**src/rtl/traffic_phase_timer.sv**
```systemverilog
// Two-road intersection phase sequencer with tick prescaler and countdown.
// Ports: clk, rst_n, sensor, hold in; phase, remain, phase_done, lights out.
`timescale 1ns/1ps
module traffic_phase_timer #(
  parameter int unsigned TICK_DIV = 11,
  parameter int unsigned CW       = 7,
  parameter int unsigned T_MG     = 59,
  parameter int unsigned T_Y      = 9,
  parameter int unsigned T_AR     = 1,
  parameter int unsigned T_SG     = 29,
  parameter int unsigned T_EXT    = 5,
  parameter int unsigned T_SGMAX  = 59
) (
  input  logic          clk,
  input  logic          rst_n,
  input  logic          sensor,
  input  logic          hold,
  output logic [2:0]    phase,
  output logic [CW-1:0] remain,
  output logic          phase_done,
  output logic [2:0]    main_light,
  output logic [2:0]    side_light
);

  typedef enum logic [2:0] {
    MG  = 3'd0,
    MY  = 3'd1,
    AR1 = 3'd2,
    SG  = 3'd3,
    SY  = 3'd4,
    AR2 = 3'd5
  } phase_e;

  localparam int unsigned PW =
    (TICK_DIV > 1) ? $clog2(TICK_DIV) : 1;

  localparam logic [PW-1:0] PRE_LAST = PW'(TICK_DIV - 1);
  localparam logic [CW-1:0] LD_MG    = CW'(T_MG);
  localparam logic [CW-1:0] LD_Y     = CW'(T_Y);
  localparam logic [CW-1:0] LD_AR    = CW'(T_AR);
  localparam logic [CW-1:0] LD_SG    = CW'(T_SG);
  localparam logic [CW-1:0] LD_EXT   = CW'(T_EXT);
  localparam logic [CW:0]   SGMAX    = (CW+1)'(T_SGMAX);
  localparam logic [CW:0]   USED_MAX = '1;

  logic [PW-1:0] pre_q, pre_d;
  phase_e        phase_q, phase_d;
  logic [CW-1:0] remain_q, remain_d;
  logic          done_q, done_d;
  logic          demand_q, demand_d;
  logic [CW:0]   used_q, used_d;
  logic [2:0]    main_q, main_d;
  logic [2:0]    side_q, side_d;
  logic          tick;

  assign tick = (pre_q == PRE_LAST) && !hold;

  always_comb begin
    pre_d    = pre_q;
    phase_d  = phase_q;
    remain_d = remain_q;
    done_d   = 1'b0;
    demand_d = demand_q;
    used_d   = used_q;

    if (!hold)
      pre_d = (pre_q == PRE_LAST) ? '0 : pre_q + 1'b1;

    if (sensor && phase_q != SG)
      demand_d = 1'b1;

    if (phase_q > AR2) begin
      // unreachable encodings recover without waiting for a tick
      phase_d  = MG;
      remain_d = LD_MG;
      done_d   = 1'b1;
    end else if (tick) begin
      if (phase_q == SG && used_q != USED_MAX)
        used_d = used_q + 1'b1;
      if (remain_q != '0) begin
        remain_d = remain_q - 1'b1;
      end else begin
        case (phase_q)
          MG: begin
            // wait at zero until side demand
            if (demand_q) begin
              phase_d  = MY;
              remain_d = LD_Y;
              done_d   = 1'b1;
            end
          end
          MY: begin
            phase_d  = AR1;
            remain_d = LD_AR;
            done_d   = 1'b1;
          end
          AR1: begin
            // clear beats a same-edge sensor set
            phase_d  = SG;
            remain_d = LD_SG;
            done_d   = 1'b1;
            demand_d = 1'b0;
            used_d   = '0;
          end
          SG: begin
            if (sensor && used_q < SGMAX) begin
              remain_d = LD_EXT;
            end else begin
              phase_d  = SY;
              remain_d = LD_Y;
              done_d   = 1'b1;
            end
          end
          SY: begin
            phase_d  = AR2;
            remain_d = LD_AR;
            done_d   = 1'b1;
          end
          AR2: begin
            phase_d  = MG;
            remain_d = LD_MG;
            done_d   = 1'b1;
          end
          default: ;
        endcase
      end
    end
  end

  always_comb begin
    main_d = 3'b100;
    side_d = 3'b100;
    case (phase_d)
      MG:      main_d = 3'b001;
      MY:      main_d = 3'b010;
      SG:      side_d = 3'b001;
      SY:      side_d = 3'b010;
      default: ;
    endcase
  end

  always_ff @(posedge clk or negedge rst_n) begin
    if (!rst_n) begin
      pre_q    <= '0;
      phase_q  <= MG;
      remain_q <= LD_MG;
      done_q   <= 1'b0;
      demand_q <= 1'b0;
      used_q   <= '0;
      main_q   <= 3'b001;
      side_q   <= 3'b100;
    end else begin
      pre_q    <= pre_d;
      phase_q  <= phase_d;
      remain_q <= remain_d;
      done_q   <= done_d;
      demand_q <= demand_d;
      used_q   <= used_d;
      main_q   <= main_d;
      side_q   <= side_d;
    end
  end

  assign phase      = phase_q;
  assign remain     = remain_q;
  assign phase_done = done_q;
  assign main_light = main_q;
  assign side_light = side_q;

endmodule

```
**config.mk**
```make
export PLATFORM = sky130hd
export DESIGN_NAME = traffic_phase_timer
export DESIGN_NICKNAME = d
export VERILOG_FILES = /design/src/rtl/traffic_phase_timer.sv
export SDC_FILE = /design/constraint.sdc
export NUM_CORES = 1
export LEC_CHECK = 0
export ABC_AREA = 1
export BUFFER_PORTS_ARGS = -buffer_cell sky130_fd_sc_hd__buf_2
export CORE_UTILIZATION = 45
export CTS_CLUSTER_SIZE = 28
export DETAILED_ROUTE_END_ITERATION = 16
export PLACE_DENSITY = 0.67
export SLEW_MARGIN = 20
export SYNTH_ARGS = -nofsm -noshare
export SYNTH_HDL_FRONTEND = slang
export SYNTH_SLANG_ARGS = --single-unit
```
**constraint.sdc**
```tcl
create_clock -name clk -period 2.05 [get_ports clk]
set_input_delay 0.205 -clock clk [delete_from_list [all_inputs] [get_ports clk]]
set_output_delay 0.205 -clock clk [all_outputs]
set_load 0.1 [all_outputs]
```
Word-level counts from Yosys, hierarchy flattened
Index checks and enable logic that the tools add are counted.
{"block": "totals", "ff_bits": 30, "in_bits": 4, "output_inout_bits": 17, "word_cells": 69}
{"block": "op_classes", "add_sub_neg": 3, "magnitude_cmp": 2, "n_eq_ne": 12, "muxes": 29, "bitwise_logic": 1, "n_reduce_logical": 14}
{"op": "7-bit case mux with 5 select lines", "n": 1}
{"op": "7-bit two-way mux", "n": 4}
{"op": "8-bit two-way mux", "n": 3}
{"op": "3-bit case mux with 6 select lines", "n": 1}
{"op": "3-bit two-way mux", "n": 5}
{"op": "7-bit nonzero test", "n": 2}
{"op": "3-bit case mux with 2 select lines", "n": 2}
{"op": "1-bit two-way mux", "n": 10}
{"op": "3-bit by 2-bit == test with 1-bit output (second input constant)", "n": 3}
{"op": "3-bit == test (second input constant)", "n": 3}
{"op": "8-bit by 1-bit adder with 8-bit output (second input constant)", "n": 1}
{"op": "8-bit by 6-bit < comparator with 1-bit output (second input constant)", "n": 1}
{"op": "4-bit two-way mux", "n": 2}
{"op": "8-bit != test (second input constant)", "n": 1}
{"op": "7-bit by 1-bit subtractor with 7-bit output (second input constant)", "n": 1}
{"op": "3-bit by 1-bit == test with 1-bit output (second input constant)", "n": 2}
{"op": "3-bit zero test", "n": 2}
{"op": "4-bit by 1-bit adder with 4-bit output (second input constant)", "n": 1}
{"op": "4-bit == test (second input constant)", "n": 1}
{"op": "1-bit logical AND", "n": 4}
{"op": "4-bit != test (second input constant)", "n": 1}
{"op": "4-bit OR reduction", "n": 1}
{"op": "3-bit greater-than comparator (second input constant)", "n": 1}
{"op": "3-bit by 2-bit != test with 1-bit output (second input constant)", "n": 1}
{"op": "other kinds (7)", "n": 7}

Depth between registers and ports, before layout
Gate-level depths: netlist of the first run.
{"block": "logic_depth", "word_depth": 9, "ltp_mapped": 11, "mapped_depth_nobuf": 11}

Worst setup path before layout of the first run
OpenSTA, ideal clock, no wires.
{"block": "synth_path", "path_type": "register to register", "start": "register phase_q[1] (netlist: phase[1])", "end": "register used_q[4]", "setup_ps": 117, "t_arrival_ps": 1962, "t_required_ps": 1933, "slack_ps": -29, "path_stages_with_launch": 11, "path_buffers": 1, "period_less_slack_ps": 2079, "cell_sequence": "dfrtp_1 -> buf_2 -> nand2_2 -> nor2_4 -> nand2_2 -> nor2_8 -> inv_4 -> nor2_4 -> nand2_1 -> nand2_1 -> nor2_1"}
{"block": "synth_via", "elab_chain_len": 5, "word_cells_on_any_way": 9, "classes_between": "1 x order compare; 2 x eq/ne; 3 x mux; 1 x bitwise; 2 x reduce/logical"}
{"item": "start: declaration", "line_no": "47", "source": "phase_e phase_q, phase_d;"}
{"item": "start signal: assignment", "line_no": "154", "source": "phase_q <= phase_d;"}
{"item": "3-bit by 2-bit == test with 1-bit output", "line_no": "78", "source": "if (phase_q == SG && used_q != USED_MAX)"}
{"item": "1-bit logical AND", "line_no": "78"}
{"item": "8-bit two-way mux", "line_no": "78"}
{"item": "8-bit two-way mux", "line_no": "83", "source": "case (phase_q)"}
{"item": "8-bit two-way mux", "line_no": "80", "source": "if (remain_q != '0) begin"}
{"item": "end signal: assignment", "line_no": "158", "source": "used_q <= used_d;"}
{"item": "end: declaration", "line_no": "51", "source": "logic [CW:0] used_q, used_d;"}
Several ways; a longest one is shown, not always the timed one.
A chain may end at the register's enable or synchronous reset.

Final worst setup path of the first run
{"block": "layout_path", "start": "register remain_q[0] (netlist: remain[0])", "end": "register remain_q[1] (netlist: remain[1])"}
{"block": "layout_via", "elab_chain_len": 4, "word_cells_on_any_way": 8, "classes_between": "1 x add/sub; 1 x eq/ne; 3 x mux; 3 x reduce/logical"}
{"item": "start: declaration", "line_no": "48", "source": "logic [CW-1:0] remain_q, remain_d;"}
{"item": "start signal: assignment", "line_no": "155", "source": "remain_q <= remain_d;"}
{"item": "7-bit by 1-bit subtractor with 7-bit output or 7-bit nonzero test (tied branches)", "line_no": "81, 80"}
{"item": "7-bit two-way mux", "line_no": "80"}
{"item": "7-bit two-way mux", "line_no": "77", "source": "end else if (tick) begin"}
{"item": "7-bit two-way mux", "line_no": "72", "source": "if (phase_q > AR2) begin"}
Several ways; a longest one is shown, not always the timed one. The select of a mux whose other input is x is not followed.

==> results.py, run 1 <==
metrics = {
    "critical_path": {
        "worst-endpoint-required_ps": 2260,
        "critPathBufInv": 2,
        "crit_chain": "inv_1 -> ha_1 -> nand2_4 -> nor2_4 -> buf_4 -> a21oi_1 -> o21ai_0 -> nand2_1 -> o21ai_1",
        "crit_path_top_delay_cell": "dfstp_4",
        "critPathTopFamily": "flip-flops",
        "r2r_slack_ps": 200,
        "worstSetupEndpointType": "register",
        "worstPathArrival_ps": 2070,
        "critical_path.max_stage_delay_ps": 610,
        "cp.depth": 9,
        "rr_worst_depth": 9,
        "start_kind": "register",
        "setup.worst_path.class": "register to register",
        "critPathMaxFanout": 12,
    },
    "clock_network": {
        "cts_tree": "done",
        "cts_max_path_buffers": 2,
        "post_cts_buffers": 0,
        "clkSlewWorstSetupHoldPaths_ps": 70,
        "cts_root_buf": "clkbuf_8",
        "clock_sinks": 30,
        "cts_made_buffers": 5,
        "htreeDepth": 2,
        "insertion_delay_ps": 280,
    },
    "drt": {
        "route.met2.wl_um": 1551,
        "routed_wl_um": 3577,
        "drc": 0,
        "met3_length_um": 124,
        "num_vias": 1479,
        "vias_per_cell": 4.881,
        "wl_met1_um": 1848,
        "drt_pre_antenna_iters": 4,
        "top_layer_used": "met4",
        "drt_iter0_drc": 71,
        "drtAntennaViolNets": 0,
        "wl_per_cell_um": 11.81,
    },
    "place": {
        "pre_cts_ws_ps": 228.3,
        "gp_congestion": 0.8456,
        "io_buffers": 20,
        "dp_hpwl_um": 2653,
    },
    "grt": {
        "grt_overflow": 0,
        "grt_max_degree": 31,
        "grt_pass1_vias": 1411,
        "grt_pass1_wl_um": 6189,
        "antenna_found_initial": 0,
        "grt.total_usage_pct": 19.20,
    },
    "timing": {
        "worst_pin_slew_ps": 659.8,
        "final-setup-viol-count": 0,
        "maxSlewHeadroom_pct": 56.01,
        "worst_slack_ps": 195.4,
        "drv_slew": 0,
        "period_share_pct": 90.47,
        "rsz0062_at_grt": "false",
        "clock.fmax_mhz": 539.2,
        "timing.hold.ws_ps": 228.3,
        "fin_crit_ps": 1855,
        "finalHoldViolCount": 0,
        "tns_ps": 0,
        "finClkSkew_ps": 4.853,
    },
    "yosys": {
        "ys_types": 33,
        "postSynthNetCount": 233,
        "synth_top_family_by_area": "simple AND/OR/NAND/NOR gates",
        "synth_adder_area_share_pct": 1.371,
        "ys_seq_elements": 30,
        "synthMuxAreaShare_pct": 0,
        "seq_area_frac_synth_pct": 41.60,
        "synth_cells": 227,
        "syn_area_per_cell_um2": 8.042,
        "ys_warn_count": 0,
        "synth_area_um2": 1826,
        "synth_compound_area_share_pct": 7.882,
        "synthXorXnorAreaFrac_pct": 2.399,
        "synthSimpleGateAreaFrac_pct": 38.93,
    },
    "floorplan": {
        "boundaryPins": 21,
        "rows": 22,
        "die_h_um": 65.69,
        "core_area_um2": 3771,
        "dieArea_um2": 4315,
        "fp.dieW_um": 65.69,
        "start_util_pct": 48.41,
    },
    "worst_hold_path": {
        "hold_path_class": "input port to register",
        "min_delay_path_depth": 4,
    },
    "power_and_ir_drop": {
        "swShare_pct": 40.10,
        "p_seq_share_pct": 38.3,
        "comb_power_share_pct": 32.5,
        "p_sw_w": 0.0008130,
        "vdd_drop_max_mv": 0.4907,
        "powerDensity_nw_per_um2": 964.5,
        "intPower_w": 0.001214,
        "power.leakage_nw": 1.023,
        "clkPwrFrac_pct": 29.2,
    },
    "cells_and_area": {
        "fillers": 354,
        "drive_gt1_share_pct": 28.63,
        "nets": 260,
        "synthToLayoutAreaGrowth_pct": 15.15,
        "num_antenna_cells": 0,
    },
    "run": {
        "maxCapViolCount": 0,
    },
    "outcome": {
        "status": "complete, no violations",
    },
}
-- path summary, 6_finish.rpt --
kind	startpoint	endpoint
setup reg to reg	remain[0]	remain[1]
min in group asynchronous	rst_n	pre_q[1]
setup / recovery	remain[0]	remain[1]
max in group asynchronous	rst_n	phase[1]
hold reg to reg	used_q[0]	used_q[0]
hold / removal	hold	pre_q[0]
-- worst min-delay path, stage by stage --
cell	delay, ps
buf_2	110
nand2_1	50
nand2_1	70
nor2_1	40
-- metrics by stage --
stage | area [um^2] | instances | utilization, % | total power, W
after floorplan | 1831 | 227 | - | 0.001341
after global placement | 1982 | 294 | 52.55 | 0.001446
after detailed placement | 1982 | 294 | 52.55 | 0.001448
after CTS | 2102 | 303 | 55.74 | 0.002055
after global routing | 2102 | 303 | 55.74 | 0.002143
final | 2102 | 303 | 55.74 | 0.002027
-- routing by layer --
metal | global-route usage [%] | vias to the layer above
met4 | 8.152 | 0
met2 | 28.70 | 23
met3 | 5.208 | 5
met1 | 25.85 | 683
met5 | 0 | -
li1 | - | 768
-- Yosys cell counts, drive strengths merged --
library cell	number	area share, %
o31ai	1	0.41
nand3	16	6.0
nor3	7	1.9
and2	1	0.34
nor3b	1	0.41
a21oi	10	2.7
buf	2	0.89
xor2	4	1.9
o21a	1	0.41
nand2	52	13
dfstp	7	10
o21ai	11	3.0
nand4	2	1.5
inv	33	6.9
dfrtp	23	32
o22ai	1	0.34
nor2	50	16
a31oi	1	0.34
xnor2	1	0.48
a21boi	1	0.62
ha	2	1.4
-- cell usage in the layout, fill, tap and decap left out, types with 3 or more instances in the layout --
cell type / count
nor2_1: 35
o21ai_0: 8
nor2_4: 10
nand2_1: 42
inv_1: 26
nor3_1: 7
nor2_2: 4
nand2_4: 3
dfstp_2: 6
o21ai_1: 3
clkbuf_8: 5
xor2_1: 4
nand2_2: 7
nand3_1: 13
inv_2: 6
a21oi_1: 10
dfrtp_1: 22
buf_2: 20
-- final cells by class --
type                       count  area (um^2)  area share [%]
clock inverter                 2        37.54           1.786
sequential                    30        764.5           36.37
inverter                      33        126.4           6.012
tap                           48        60.06           2.857
multi-input combinational    162        923.4           43.93
clock buffer                   6        72.57           3.452
timing repair buffer          22        117.6           5.595
-- power by group through the flow --
stage / Clock [W] / Sequential [W] / Combinational, W
6_report: 0.000592 / 0.000777 / 0.000658
5_1_grt: 0.000637 / 0.000790 / 0.000716
4_1_cts: 0.000614 / 0.000778 / 0.000663
3_5_place_dp: 0 / 0.000789 / 0.000659
3_3_place_gp: 0 / 0.000785 / 0.000661
2_1_floorplan: 0 / 0.00106 / 0.000284
-- logic make-up after synthesis --
kind of cell	count (synthesis)
AND/OR/NAND/NOR	129
flip-flops	30
buffers and inverters	35
AO/OA/AOI/OAI	26
adder cells (fa/ha/maj)	2
XOR/XNOR	5
-- repair_timing --
item / in CTS / in global routing
gates resized for setup: 0 / 0
hold endpoints to repair: 23 / 0
hold buffers: 1 / 0
-- sequential cells by signal (all words and copies together) (netlist names) --
register,cells
remain,7
main_light,3
phase,3
side_light,3
demand_q,1
pre_q,4
phase_done,1
used_q,8
Power figures use the tool's default switching activity.
==> run 2: changes to the inputs <==
ABC_AREA = unset   (was 1)
==> run 2 against run 1 <==
Sequential power is 2% higher. Worst hold slack worse by 44 ps. Die area is 2.9% lower. Cell area is 11% higher. Routed wire length is 41% higher. Cell count is 5.3% lower. Critical endpoint is now main_light[1]. Largest cell class unchanged.
==> results.py, run 2 <==
metrics = {
    "critical_path": {
        "critical_path.endpoint": "main_light[1]",
        "startpoint": "remain[1]",
        "worstPathArrival_ps": 2210,
        "worstSetupEndpointType": "register",
        "timing.rr.end": "main_light[1]",
        "worst-endpoint-required_ps": 2220,
        "reg2reg_from": "remain[1]",
        "setup.worst_path.class": "register to register",
        "rr_worst_depth": 7,
        "r2r_slack_ps": 7,
        "critPathMaxFanout": 4,
        "start_kind": "register",
    },
    "yosys": {
        "synthMuxAreaShare_pct": 3.534,
        "synth_top_family_by_area": "simple AND/OR/NAND/NOR gates",
        "synthSimpleGateAreaFrac_pct": 25.65,
        "ys_warn_count": 0,
        "syn_area_per_cell_um2": 9.269,
        "synth_cells": 191,
        "synth.most_common_cell": "dfrtp_1",
        "async_flop_share_pct": 100.0,
        "synth_adder_area_share_pct": 1.413,
        "synth_area_um2": 1770,
        "synthXorXnorAreaFrac_pct": 0.9894,
        "ys_types": 52,
        "seq_area_frac_synth_pct": 42.90,
        "synth_compound_area_share_pct": 21.98,
        "ys.flop_type": "dfrtp_1",
        "ys_top_cells_by_area": "dfrtp_1 (33%), dfstp_2 (10%), o21ai_0 (5.4%)",
        "postSynthNetCount": 197,
        "yosysTopAreaCell": "dfrtp_1",
        "ys_seq_elements": 30,
        "synthTopCellsByCount": "dfrtp_1 (23), o21ai_0 (19), nor2_1 (14)",
        "synth_top_area_share_pct": 32.51,
        "synth_edf_count": 0,
    },
    "outcome": {
        "status": "complete, no violations",
    },
    "timing": {
        "worst_pin_slew_ps": 706.2,
        "rsz0062_at_grt": "true",
        "finClkSkew_ps": 5.847,
        "drv_slew": 0,
        "finalHoldViolCount": 0,
        "fin_crit_ps": 2043,
        "timing.hold.ws_ps": 184.7,
        "maxSlewHeadroom_pct": 52.92,
        "period_share_pct": 99.66,
        "tns_ps": 0,
        "clock.fmax_mhz": 489.5,
        "final-setup-viol-count": 0,
    },
    "drt": {
        "drtAntennaViolNets": 0,
        "drt_iter0_drc": 93,
        "drt_pre_antenna_iters": 4,
        "routed_wl_um": 5043,
        "wl_per_cell_um": 17.57,
        "drc": 0,
        "vias_per_cell": 6.094,
        "num_vias": 1749,
    },
    "worst_hold_path": {
        "hold_path_class": "input port to register",
    },
    "cells_and_area": {
        "synthToLayoutAreaGrowth_pct": 31.66,
        "largest_register_ffs": 8,
        "nets": 244,
        "final_common_cell": "buf_4",
        "top_register": "used_q",
        "final_util_pct": 62.73,
        "fin_cells": 287,
        "num_antenna_cells": 0,
        "final_cell_mix": "buf_4 (25), buf_2 (20), dfrtp_1 (18)",
        "fillers": 318,
        "drive_gt1_share_pct": 38.08,
    },
    "grt": {
        "grt_overflow": 0,
        "antenna_found_initial": 0,
        "grt_max_degree": 31,
        "grt_pass1_vias": 1664,
        "grt.total_usage_pct": 25.13,
        "grt_pass1_wl_um": 7900,
    },
    "clock_network": {
        "clock_sinks": 30,
        "clkSlewWorstSetupHoldPaths_ps": 70,
        "insertion_delay_ps": 290,
        "cts_tree": "done",
        "cts_max_path_buffers": 2,
        "cts_made_buffers": 5,
        "htreeDepth": 2,
        "cts_root_buf": "clkbuf_8",
    },
    "floorplan": {
        "die_h_um": 64.73,
        "dieArea_um2": 4189,
        "fp.dieW_um": 64.73,
        "start_util_pct": 47.64,
        "core_area_um2": 3716,
        "rows": 22,
        "boundaryPins": 21,
    },
    "power_and_ir_drop": {
        "powerDensity_nw_per_um2": 1039,
        "vdd_drop_max_mv": 0.6799,
        "power.leakage_nw": 0.9538,
    },
    "place": {
        "dp_hpwl_um": 3385,
        "io_buffers": 20,
        "gp_congestion": 0.8796,
        "dp_cells": 275,
    },
    "run": {
        "maxCapViolCount": 0,
    },
}
==> run 2: worst min path at each step <==
stage	cells past startpoint	end	startpoint	slack (ps)
4_1_cts	3	demand_q	sensor	190
2_1_floorplan	0	demand_q	rst_n	-90
6_report	3	demand_q	sensor	180
5_1_grt	3	demand_q	sensor	210
3_3_place_gp	1	used_q[3]	rst_n	280
3_5_place_dp	1	used_q[0]	rst_n	290
==> run 2: stage by stage <==
| stage | setup slack (ps) | area [um^2] | total power [W] |
|---|---|---|---|
| floorplan | -254.7 | 1818 | 0.001553 |
| global placement | -44.52 | 2116 | 0.001811 |
| detailed placement | -125.4 | 2116 | 0.001846 |
| CTS | 5.455 | 2267 | 0.002397 |
| global route | -71.67 | 2331 | 0.002542 |
| finish | 7.042 | 2331 | 0.002422 |
==> run 2: layout make-up <==
class	count	area, um^2	share of cell area (%)
clock inverter	1	5.005	0.2147
multi-input combinational	147	1051	45.09
inverter	5	23.77	1.020
clock buffer	7	86.33	3.704
tap	48	60.06	2.576
sequential	30	773.2	33.17
timing repair buffer	49	331.6	14.22
==> run 2: power by group <==
part	total (W)	switching, W	leakage [nW]	internal, W
sequential	0.000790	0.0000756	0.374	0.000715
combinational	0.00112	0.000728	0.532	0.000395
clock	0.000508	0.000238	0.0482	0.000270
total	0.00242	0.00104	0.954	0.00138
==> run 2: kinds of logic (layout without fill, tap and decap cells) <==
logic type | count (synthesis) | count (layout)
muxes | 6 | 6
DFF | 30 | 30
and+or+nand+nor | 77 | 77
buffers and inverters | 14 | 62
adders and majority gates | 2 | 2
xor gates and xnor gates | 2 | 2
AOI/OAI and AO/OA | 60 | 60
==> run 2: layer usage <==
metal | share of wire, % | global-route usage (%)
met1 | 43 | 31.32
met2 | 51 | 40.89
met5 | 0 | 0
met4 | 1.5 | 11.11
met3 | 4.6 | 6.162
==> run 2: repair_timing <==
| action | 4_1_cts | 5_1_grt |
|---|---|---|
| setup buffers | 3 | 1 |
| pin swaps | 5 | 6 |
| setup endpoints to repair | 8 | 19 |
| endpoints found under the hold margin | 23 | 0 |
| hold buffers | 1 | 0 |
| resized for setup | 7 | 16 |
==> run 2: worst max-delay path, stage by stage, from the launching register on <==
cell	delay [ps]
dfstp_4	470
inv_4	60
ha_4	130
or4b_4	510
nor4_4	250
buf_4	190
mux2i_4	240
a211oi_2	60
==> run 3: changes to the inputs <==
REMOVE_ABC_BUFFERS = 1   (was unset)
==> run 3 against run 2 <==
Cell area decreased by 1.7%. First-iteration DRC count up 29%. Clock skew up 5.6 ps. Non-clock buffer count down 2. Clock power grew 10%. Via count down 3.5%. Register-to-register slack better by 30 ps. Global-route usage fell by 0.95 points. Critical endpoint is now remain[1]. Largest cell class unchanged.
==> results.py, run 3 (synthesis gave the netlist of run 2 again) <==
metrics = {
    "clock_network": {
        "htreeDepth": 2,
        "cts_made_buffers": 5,
        "insertion_delay_ps": 290,
        "clkSlewWorstSetupHoldPaths_ps": 70,
        "cts_max_path_buffers": 2,
        "clock_sinks": 30,
        "cts_root_buf": "clkbuf_8",
        "cts_tree": "done",
    },
    "timing": {
        "finClkSkew_ps": 11.44,
        "final-setup-viol-count": 0,
        "rsz0062_at_grt": "false",
        "maxSlewHeadroom_pct": 56.43,
        "finalHoldViolCount": 0,
        "drv_slew": 0,
        "fin_crit_ps": 2010,
        "clock.fmax_mhz": 497.6,
        "worst_pin_slew_ps": 653.5,
        "period_share_pct": 98.03,
    },
    "floorplan": {
        "rows": 22,
        "boundaryPins": 21,
        "core_area_um2": 3716,
        "start_util_pct": 47.64,
        "fp.dieW_um": 64.73,
        "dieArea_um2": 4189,
        "die_h_um": 64.73,
    },
    "drt": {
        "vias_per_cell": 5.919,
        "num_vias": 1687,
        "drt_iter0_drc": 120,
        "routed_wl_um": 4455,
        "drtAntennaViolNets": 0,
        "wl_per_cell_um": 15.63,
        "drc": 0,
        "drt_pre_antenna_iters": 4,
    },
    "critical_path": {
        "setup.worst_path.class": "register to register",
        "worstSetupEndpointType": "register",
        "timing.rr.end": "remain[1]",
        "r2r_slack_ps": 40,
        "critPathMaxFanout": 4,
        "crit_chain": "inv_2 -> ha_4 -> or4b_4 -> or3_4 -> o21ai_4 -> mux2_4",
        "worst-endpoint-required_ps": 2270,
        "crit_path_top_delay_cell": "or4b_4",
        "reg2reg_from": "remain[0]",
        "worstPathArrival_ps": 2230,
        "rr_worst_depth": 6,
        "critPathBufInv": 1,
        "critPathTopFamily": "simple AND/OR/NAND/NOR gates",
        "start_kind": "register",
        "critical_path.max_stage_delay_ps": 510,
    },
    "cells_and_area": {
        "multi_input_area_um2": 1027,
        "largest_register_ffs": 8,
        "seqCellArea_um2": 759.5,
        "num_antenna_cells": 0,
        "final_cell_mix": "dfrtp_1 (23), buf_4 (23), buf_2 (20)",
        "nets": 242,
        "fin_cells": 285,
        "drive_gt1_share_pct": 34.60,
        "design_area_um2": 2292,
        "fillers": 325,
        "top_register": "used_q",
        "synthToLayoutAreaGrowth_pct": 29.47,
    },
    "run": {
        "maxCapViolCount": 0,
    },
    "worst_hold_path": {
        "min_delay_path_depth": 3,
        "hold_path_class": "input port to register",
        "hold-path-endpoint": "demand_q",
        "hold_start": "sensor",
    },
    "grt": {
        "grt_pass1_wl_um": 7686,
        "grt_pass1_vias": 1688,
        "grt_max_degree": 31,
        "grt.total_usage_pct": 24.18,
        "antenna_found_initial": 0,
        "grt_overflow": 0,
    },
    "place": {
        "gp_congestion": 0.8943,
        "dp_cells": 277,
        "post_dp_cell_area_um2": 2090,
        "io_buffers": 20,
        "dp_hpwl_um": 3196,
    },
    "power_and_ir_drop": {
        "power.leakage_nw": 0.9578,
        "powerDensity_nw_per_um2": 1058,
        "vdd_drop_max_mv": 0.6901,
    },
    "outcome": {
        "status": "complete, no violations",
    },
}
## run 3: layout make-up
class / instances / share of cell area [%]
multi-input cells: 147 / 44.81
flip-flops and latches: 30 / 33.13
repair buffers: 47 / 13.81
clock buffers: 8 / 4.804
well taps: 48 / 2.620
inverters: 5 / 0.8188
## run 3: worst register-to-register path: stages, from the launching register on
cell	delay (ps)
dfstp_2	380
inv_2	70
ha_4	130
or4b_4	510
or3_4	450
o21ai_4	90
mux2_4	310
## run 3: worst max path at each step
| stage | start | endpoint | cells after the start |
|---|---|---|---|
| 6_report | remain[0] | remain[1] | 6 |
| 5_1_grt | remain[0] | remain[1] | 6 |
| 4_1_cts | remain[0] | remain[1] | 6 |
| 3_5_place_dp | remain[0] | remain[2] | 8 |
| 3_3_place_gp | remain[0] | remain[1] | 6 |
| 2_1_floorplan | remain[2] | remain[1] | 4 |
## run 3: through the flow
| step | setup TNS, ps | utilization, % | hold slack [ps] | total power [W] | worst slack (ps) |
|---|---|---|---|---|---|
| 2_1_floorplan | -6391 | - | -90.59 | 0.001480 | -464.6 |
| 3_3_place_gp | 0 | 56.23 | 264.4 | 0.001763 | 12.13 |
| 3_5_place_dp | -241.7 | 56.23 | 268.1 | 0.001794 | -67.22 |
| 4_1_cts | 0 | 59.70 | 181.9 | 0.002370 | 0.08060 |
| 5_1_grt | 0 | 61.68 | 193.2 | 0.002564 | 5.292 |
| 6_report | 0 | 61.68 | 193.2 | 0.002426 | 40.28 |
## run 3: repair_timing
action	CTS	global route
hold buffers	1	0
setup endpoints to repair	12	16
setup buffers	0	0
endpoints found under the hold margin	23	0
gates resized for setup	2	23
pin swaps	1	2
## run 3: metal layers
metal	part of all wire (%)	GRT usage (%)
met3	5.5	6.690
met4	2.0	11.67
met5	0	0
met1	46	31.34
met2	46	36.98
## run 3: where the power goes
part	internal [W]	switching, W	total (W)	leakage (nW)
clock network	0.000338	0.000220	0.000559	0.0575
registers	0.000701	0.0000640	0.000765	0.381
logic	0.000374	0.000728	0.00110	0.520
total	0.00141	0.00101	0.00243	0.958
